### src/rtl/keypad_pkg.sv
// Shared types and helpers for the keypad debouncer: FSM state encoding and
// one-hot to binary index conversion.
package keypad_pkg;

   typedef enum logic [1:0] {IDLE, PRESS_WAIT, HELD, REL_WAIT} state_t;

   localparam int MAX_KEYS = 256;

   function automatic int onehot_to_index(input logic [MAX_KEYS-1:0] v);
      int idx;
      idx = 0;
      for (int i = 0; i < MAX_KEYS; i++)
         if (v[i]) idx = i;
      return idx;
   endfunction

endpackage

### src/rtl/debounce_counter.sv
// Loadable, clearable up-counter with a terminal-match flag against a
// runtime-selectable terminal value.
module debounce_counter #(
   parameter int W = 4
) (
   input  logic         clk,
   input  logic         reset,
   input  logic         clear,
   input  logic         load,
   input  logic         inc,
   input  logic [W-1:0] load_val,
   input  logic [W-1:0] term,
   output logic [W-1:0] count,
   output logic         match
);

   always_ff @(posedge clk) begin
      if (reset || clear) count <= '0;
      else if (load)      count <= load_val;
      else if (inc)       count <= count + 1'b1;
   end

   assign match = (count == term);

endmodule

### src/rtl/keypad_debouncer.sv
// Debounces a synchronised one-hot key vector, locks onto a single key and
// emits press / release pulses with optional typematic repeat.
module keypad_debouncer
   import keypad_pkg::*;
#(
   parameter int NUM_KEYS       = 16,
   parameter int PRESS_CYCLES   = 4,
   parameter int RELEASE_CYCLES = 4,
   parameter int REPEAT_EN      = 0,
   parameter int REPEAT_DELAY   = 8,
   parameter int REPEAT_RATE    = 4
) (
   input  logic                        clk,
   input  logic                        reset,
   input  logic [NUM_KEYS-1:0]         keys_pressed,
   output logic [NUM_KEYS-1:0]         key_pressed_value,
   output logic [$clog2(NUM_KEYS)-1:0] key_index,
   output logic                        new_key,
   output logic                        key_released,
   output logic                        key_held
);

   localparam int IW   = $clog2(NUM_KEYS);
   localparam int CMAX = (PRESS_CYCLES > RELEASE_CYCLES) ? PRESS_CYCLES : RELEASE_CYCLES;
   localparam int CW   = $clog2(CMAX + 1);
   localparam int RW   = $clog2(REPEAT_DELAY + REPEAT_RATE + 1);

   localparam logic [CW-1:0] PRESS_T  = CW'(PRESS_CYCLES - 1);
   localparam logic [CW-1:0] REL_T    = CW'(RELEASE_CYCLES - 1);
   localparam logic [RW-1:0] RPT_FST  = RW'(REPEAT_DELAY - 1);
   localparam logic [RW-1:0] RPT_WRAP = RW'(REPEAT_DELAY + REPEAT_RATE - 1);
   localparam logic [RW-1:0] RPT_LD   = RW'(REPEAT_DELAY);

   state_t              state;
   logic [NUM_KEYS-1:0] cand;

   logic          onehot, qual, locked_hi, rpt_fire;
   logic          cnt_clr, cnt_ld, cnt_inc, cnt_match;
   logic          rpt_clr, rpt_ld, rpt_inc, rpt_match;
   logic [CW-1:0] cnt_term, cnt_val;
   logic [RW-1:0] rpt_val;

   assign onehot    = ($countones(keys_pressed) == 1);
   assign qual      = onehot && (keys_pressed == cand);
   assign locked_hi = |(keys_pressed & cand);

   // Counter controls: cnt tracks consecutive press/release samples, rpt
   // counts HELD cycles and wraps from DELAY+RATE back to DELAY.
   always_comb begin
      cnt_clr  = 1'b0;
      cnt_ld   = 1'b0;
      cnt_inc  = 1'b0;
      rpt_clr  = 1'b0;
      rpt_ld   = 1'b0;
      rpt_inc  = 1'b0;
      rpt_fire = 1'b0;
      cnt_term = PRESS_T;
      case (state)
         IDLE: begin
            rpt_clr = 1'b1;
            if (onehot) cnt_ld  = 1'b1;
            else        cnt_clr = 1'b1;
         end
         PRESS_WAIT: begin
            rpt_clr = 1'b1;
            if (qual && !cnt_match) cnt_inc = 1'b1;
            else                    cnt_clr = 1'b1;
         end
         HELD: begin
            if (!locked_hi) cnt_ld = 1'b1;
            else if (REPEAT_EN != 0) begin
               rpt_fire = (rpt_val == RPT_FST) || rpt_match;
               if (rpt_match) rpt_ld  = 1'b1;
               else           rpt_inc = 1'b1;
            end
         end
         REL_WAIT: begin
            cnt_term = REL_T;
            if (!locked_hi && !cnt_match) cnt_inc = 1'b1;
            else                          cnt_clr = 1'b1;
            if (locked_hi) rpt_clr = 1'b1;
         end
         default: cnt_clr = 1'b1;
      endcase
   end

   debounce_counter #(.W(CW)) u_cnt (
      .clk(clk), .reset(reset), .clear(cnt_clr), .load(cnt_ld), .inc(cnt_inc),
      .load_val(CW'(1)), .term(cnt_term), .count(cnt_val), .match(cnt_match)
   );

   debounce_counter #(.W(RW)) u_rpt (
      .clk(clk), .reset(reset), .clear(rpt_clr), .load(rpt_ld), .inc(rpt_inc),
      .load_val(RPT_LD), .term(RPT_WRAP), .count(rpt_val), .match(rpt_match)
   );

   always_ff @(posedge clk) begin
      if (reset) begin
         state             <= IDLE;
         cand              <= '0;
         key_pressed_value <= '0;
         key_index         <= '0;
         new_key           <= 1'b0;
         key_released      <= 1'b0;
         key_held          <= 1'b0;
      end else begin
         new_key      <= 1'b0;
         key_released <= 1'b0;
         case (state)
            IDLE: if (onehot) begin
               cand <= keys_pressed;
               if (PRESS_CYCLES == 1) begin
                  state             <= HELD;
                  key_pressed_value <= keys_pressed;
                  key_index         <= IW'(onehot_to_index(MAX_KEYS'(keys_pressed)));
                  new_key           <= 1'b1;
                  key_held          <= 1'b1;
               end else
                  state <= PRESS_WAIT;
            end
            PRESS_WAIT: begin
               if (!qual) state <= IDLE;
               else if (cnt_match) begin
                  state             <= HELD;
                  key_pressed_value <= cand;
                  key_index         <= IW'(onehot_to_index(MAX_KEYS'(cand)));
                  new_key           <= 1'b1;
                  key_held          <= 1'b1;
               end
            end
            HELD: begin
               if (!locked_hi) begin
                  if (RELEASE_CYCLES == 1) begin
                     state        <= IDLE;
                     key_released <= 1'b1;
                     key_held     <= 1'b0;
                  end else
                     state <= REL_WAIT;
               end else if (rpt_fire)
                  new_key <= 1'b1;
            end
            REL_WAIT: begin
               if (locked_hi) state <= HELD;
               else if (cnt_match) begin
                  state        <= IDLE;
                  key_released <= 1'b1;
                  key_held     <= 1'b0;
               end
            end
            default: state <= IDLE;
         endcase
      end
   end

endmodule

### config.mk
export PLATFORM = sky130hd
export DESIGN_NAME = keypad_debouncer
export DESIGN_NICKNAME = d
export VERILOG_FILES = /design/src/rtl/keypad_pkg.sv /design/src/rtl/debounce_counter.sv /design/src/rtl/keypad_debouncer.sv
export SDC_FILE = /design/constraint.sdc
export NUM_CORES = 1
export LEC_CHECK = 0
export ABC_AREA = 0
export CAP_MARGIN = 20
export CORE_MARGIN = 4
export CORE_UTILIZATION = 53
export DETAILED_ROUTE_END_ITERATION = 7
export HOLD_SLACK_MARGIN = 0.05
export PLACE_DENSITY = 0.9
export SYNTH_ARGS = -nofsm -noshare
export SYNTH_HDL_FRONTEND = slang
export SYNTH_SLANG_ARGS = --single-unit
### constraint.sdc
create_clock -name clk -period 7.4 [get_ports clk]
set_input_delay 1.48 -clock clk [delete_from_list [all_inputs] [get_ports clk]]
set_output_delay 1.48 -clock clk [all_outputs]
set_load 0.02 [all_outputs]
# After elaboration in Yosys (flattened, before gate mapping)
# Cells that the tools add are included.
[classes]
magnitude_cmp = 0
div_mod_pow = 0
muxes = 40
eq_ne = 14
n_mul = 0
add_sub_neg = 16
shifts = 0
reduce_logical = 17
bitwise_logic = 4
[ops]
columns = ["operator", "count"]
rows = [
  ["4-bit 2-to-1 mux", 14],
  ["18-bit OR reduction", 1],
  ["1-bit by 1-bit adder with 2-bit output", 8],
  ["16-bit AND", 1],
  ["16-bit == test", 1],
  ["16-bit OR reduction", 1],
  ["1-bit 2-to-1 mux", 15],
  ["2-bit by 2-bit adder with 3-bit output", 4],
  ["2-bit 2-to-1 mux", 6],
  ["2-bit inequality test (second input constant)", 6],
  ["3-bit by 3-bit adder with 4-bit output", 2],
  ["2-bit case mux with 4 select lines", 1],
  ["3-bit inequality test (second input constant)", 2],
  ["1-bit case mux with 2 select lines", 3],
  ["4-bit by 4-bit adder with 5-bit output", 1],
  ["5-bit by 1-bit == test with 1-bit output (second input constant)", 1],
  ["5-bit AND reduction", 1],
  ["2-bit == test (second input constant)", 2],
  ["4-bit AND reduction", 1],
  ["2-bit nonzero test", 2],
  ["3-bit by 1-bit adder with 3-bit output (second input constant)", 1],
  ["3-bit by 2-bit == test with 1-bit output (second input constant)", 1],
  ["1-bit logical AND", 3],
  ["1-bit NOT", 3],
  ["other kinds (9)", 10],
]
[totals]
ram_bits = 0
latch_bits = 0
rom_bits = 0
out_inout_bits = 23
mem_count = 0
regBits = 44

# Longest topological paths before layout
[depth]
ltp_word = 15
ltp_mapped = 16
depth_no_buf = 15

# Hierarchy
# A second synthesis with hierarchy kept.
[hier_totals]
hier_cells = 273
area_unflattened_um2 = 2524.9
[modules_own_cells]
columns = ["mod", "seq_area_each_um2", "area_per_inst_um2", "cells_each", "instances"]
rows = [
  ["keypad_debouncer", 820.8, 2319.7, 253, 1],
  ["debounce_counter", 60.1, 205.2, 20, 1],
]

# Least setup slack after synthesis
# OpenSTA, ideal clock, no wires.
[synth_timing]
kind = "in2reg"
from = "in keys_pressed[5]"
to = "reg key_pressed_value[0]"
path_stages = 16
path_slack_ns = 1.532
t_arrival_ns = 5.741
cell_sequence = "inv_1 fa_1 inv_1 fa_1 fa_1 inv_1 fa_1 inv_1 ha_1 fa_1 nand2b_1 or4_4 nor4_4 buf_6 mux2i_1 nor2_1"
[synth_between]
elab_chain_cells = 7
word_cells_on_any_way = 8
classes_between = "add/sub (4); eq/ne (2); reduce/logical (2)"
[synth_rtl]
columns = ["item", "line_no", "source"]
rows = [
  ["start: declaration", "keypad_debouncer.sv:15", "input logic [NUM_KEYS-1:0] keys_pressed,"],
  ["1-bit by 1-bit adder with 2-bit output (not written as such)", "keypad_debouncer.sv:43", "assign onehot = ($countones(keys_pressed) == 1);"],
  ["2-bit by 2-bit adder with 3-bit output (not written as such)", "keypad_debouncer.sv:43", ""],
  ["3-bit by 3-bit adder with 4-bit output (not written as such)", "keypad_debouncer.sv:43", ""],
  ["4-bit by 4-bit adder with 5-bit output (not written as such)", "keypad_debouncer.sv:43", ""],
  ["5-bit by 1-bit == test with 1-bit output", "keypad_debouncer.sv:43", ""],
  ["1-bit logical AND (*)", "keypad_debouncer.sv:44", "assign qual = onehot && (keys_pressed == cand);"],
  ["3-bit AND reduction (no source line) (*)", "n/a", ""],
  ["end signal: assignment", "keypad_debouncer.sv:114", "key_pressed_value <= keys_pressed;"],
  ["end signal: assignment", "keypad_debouncer.sv:125", "key_pressed_value <= cand;"],
  ["end: declaration", "keypad_debouncer.sv:16", "output logic [NUM_KEYS-1:0] key_pressed_value,"],
]
# Mark *: on every way between the ends. The rest lies on a longest branch, timed or not.
# A chain may end at the register's enable or synchronous reset.

# Worst setup path in the final report
[layout_timing]
from = "in keys_pressed[5]"
to = "reg key_pressed_value[4]"
# Same word-level chain as after synthesis.

==> metrics.md <==
| Metric | Value |
|---|---|
| FP Rows | 24 |
| Highest Signal Layer | met4 |
| Min-Delay Path Class | reg -> reg |
| Die Wd | ~75 microns |
| DP Area | between 0.002 and 0.003 sq mm |
| Clock share of power | between 20% and 30% |
| WL met3 | ~300 microns |
| Dpl hpwl | about 3900 microns |
| Reg clk slew, reported paths | ~0.090 ns |
| WL met2 | 2550 microns |
| Reg2reg start | cand[5] |
| Mapped Nets | around 300 |
| Internal Pwr Total | about 0.00052 W |
| Number of H-tree levels | 2 |
| RSZ-0062 raised after global routing | false |
| Worst Max-Slew Pin Slew | between 0.4 and 0.5 ns |
| Syn_area_per_cell | 9.725 sq um |
| Crit path DAT | around 6.4 ns |
| Largest net degree at the start of global routing | between 40 and 50 |
| Post-synth EDFFs | 0 |
| CP Max Fanout | 23 |
| Grt ovf | 0 |
| Seq cells post-synth | 44 |
| Die H | 75.19 microns |
| Overall global routing resource usage | 20.37% |
| Final Wtd Congestion | between 0.8 and 0.9 |
| Sequential share of power | 37.0% |
| # hold bufs at CTS | 0 |
| Initial antenna violation count | 0 |
| # diodes | 0 |
| Initial DRT Pass Iterations | 4 |
| Final critical-path required period | around 6.2 ns |
| P&R area growth vs syn | 23.59% |
| Cell area after synthesis | approximately 0.0024 sq mm |
| R2R Path End | key_pressed_value[4] |
| WL final | ~5300 microns |
| Fin nets | 339 |
| Outcome | complete, no violations |
| Synth warn | 0 |
| Switching Share | 37.88% |
| Kind of critical path | in -> reg |
| Worst hold endpoint | u_cnt.count[0] |
| Die ar. | approximately 0.0057 sq mm |
| Max-cap violations | 0 |
| Vias | between 1.5k and 2k |
| Min-delay src | u_cnt.count[0] |
| WL/cell | between 15 and 20 microns |
| Gate power share | 40.4% |
| Slew Viols, Final | 0 |
| Worst hold path stage count | 1 |
| Post-CTS Resized | 0 |
| CTS tree | yes |
| Synth cell types | 34 |
| Met1 WL | 2328 microns |
| Clk sinks | 44 |
| Pwr Total | 0.0008406 W |
| CP required | 7.58 ns |
| R2R cell count | 7 |
| Max VDD drop | about 0.00015 V |
| Routed Antenna Nets | 0 |
| CP startpoint kind | primary input |
| Port-buffer cells | 40 |
| Initial DRC Count | around 120 |
| Fin crit share | a little over four fifths |
| Crit path capture type | flip-flop |
| R2R Setup Slk | 4.87 ns |
| Setup TNS | 0 ns |
| Cell area after layout | ~0.0030 sq mm |
| CTS Root Cell | clkbuf_8 |
| Mapped Cells | roughly 250 |
| Starting Density | a little over half |
| Vias per std cell | ~5.5 |
| Fin util | between 60% and 70% |
| Share of layout cells above drive strength 1 | between 5 and 6% |
| Pwr Density | around 280 mW/mm^2 |
| Clock Latency Late Sink | between 0.3 and 0.4 ns |
| Worst Skew | 0.01343 ns |
| Static leakage | around 1.2 nW |
| Post-CTS Setup Inserts | 0 |
| TritonCTS Buffers | 5 |
| First-pass GRT wire length | roughly 8500 microns |
| Post-synthesis sequential area ratio | a little under two fifths |
| Max clock buf depth | 2 |
| Slew Limit Headroom | around two thirds |
| Vias in the first global route | between 1.5k and 2k |
| Psw | 0.0003184 W |
| Primary FF master, synth | dfxtp_1 |
| Fmax | 0.1613 GHz |
| Fillers | 330 |
| I/O pin cnt | between 40 and 50 |
| Final setup fails | 0 |
| Core area | roughly 0.0044 sq mm |
| Async S/R FF share, synth | 0% |
| Hold violation total from the final report | 0 |
| DRC Markers | 0 |
==> worst max-delay path: stages <==
cell,delay [ns]
clkdlybuf4s50_1,0.52
inv_1,0.08
fa_1,0.53
inv_1,0.05
fa_1,0.45
fa_1,0.51
inv_1,0.05
fa_1,0.47
inv_1,0.04
ha_1,0.20
fa_1,0.43
nand2b_1,0.14
or4_4,0.46
nor4_4,0.44
buf_12,0.24
mux2i_1,0.20
nor2_1,0.07
==> Yosys cell counts, types with 3 or more instances <==
cell type,n,area share (%)
nand2_1,4,0.63
ha_1,23,12
a21oi_1,4,0.84
fa_1,10,8.4
inv_1,27,4.2
mux2i_1,32,13
nand4_1,4,1.0
dfxtp_1,44,37
clkbuf_1,5,0.78
o21ai_0,4,0.84
nor2_1,46,7.2
buf_6,3,1.4
nor4_1,10,2.6
nor3_1,4,0.84
==> kinds of logic after synthesis <==
group	count (synthesis)	synth area share (%)
AOI/OAI and AO/OA	23	6.642
adders and majority gates	33	20.40
buffers and inverters	35	6.433
DFF	44	36.82
muxes	32	13.39
and+or+nand+nor	79	16.32
==> how the worst max path moves through the flow <==
stage	to	startpoint	slack, ns	cells past startpoint
3_3_place_gp	key_pressed_value[14]	keys_pressed[5]	0.97	17
5_1_grt	key_pressed_value[5]	keys_pressed[5]	0.98	17
4_1_cts	key_pressed_value[2]	keys_pressed[5]	1.19	17
2_1_floorplan	key_pressed_value[0]	keys_pressed[5]	1.53	16
6_report	key_pressed_value[4]	keys_pressed[5]	1.20	17
3_5_place_dp	key_pressed_value[2]	keys_pressed[5]	0.86	17
==> flip-flops by register name, summed over array words and instances (netlist names) <==
signal,flops
cand,16
key_pressed_value,16
state,2
u_cnt.count,3
new_key,1
key_held,1
key_released,1
key_index,4
==> stage by stage <==
stage,hold WS [ns],setup slack [ns],cells
5_1_grt,0.5186,0.9821,341
4_1_cts,0.4766,1.189,341
3_3_place_gp,0.4488,0.9726,333
6_report,0.4714,1.199,341
3_5_place_dp,0.4630,0.8638,333
2_1_floorplan,0.4268,1.532,246
==> routing by layer <==
layer,GRT usage [%],vias up
li1,-,931
met1,26.29,906
met2,32.01,41
met3,6.542,8
met4,7.573,0
met5,0,-
==> cells in the final DEF, fill, tap and decap left out, types with 2 or more instances in the layout <==
master | Yosys | layout
a21o_1 | 2 | 2
a21oi_1 | 4 | 4
a221oi_1 | 2 | 2
a31oi_1 | 2 | 2
buf_4 | 0 | 2
clkbuf_8 | 0 | 5
clkdlybuf4s50_1 | 0 | 40
clkinv_4 | 0 | 2
dfxtp_1 | 44 | 44
fa_1 | 10 | 10
ha_1 | 23 | 23
inv_1 | 27 | 27
mux2i_1 | 32 | 32
nand2_1 | 4 | 4
nand2b_1 | 2 | 2
nand4_1 | 4 | 4
nor2_1 | 46 | 46
nor3_1 | 4 | 4
nor4_1 | 10 | 10
o21ai_0 | 4 | 4
o21bai_1 | 2 | 2
o31ai_1 | 2 | 2
==> cell type report <==
class / instances / area (sq um) / share of cell area (%)
clock buffers: 5 / 68.82 / 2.328
clock inverters: 3 / 47.55 / 1.608
inverters: 27 / 101.3 / 3.428
multi-input cells: 167 / 1358 / 45.92
flip-flops and latches: 44 / 880.8 / 29.79
well taps: 52 / 65.06 / 2.201
repair buffers: 43 / 435.4 / 14.73
==> power groups by stage <==
stage	logic, W	registers, W	clock network [W]
after detailed placement	0.000336	0.000315	0
after global placement	0.000318	0.000314	0
after floorplan	0.000264	0.000299	0
final	0.000340	0.000311	0.000190
after CTS	0.000342	0.000310	0.000194
after global routing	0.000388	0.000316	0.000203
(Power assumes the default switching activity.)
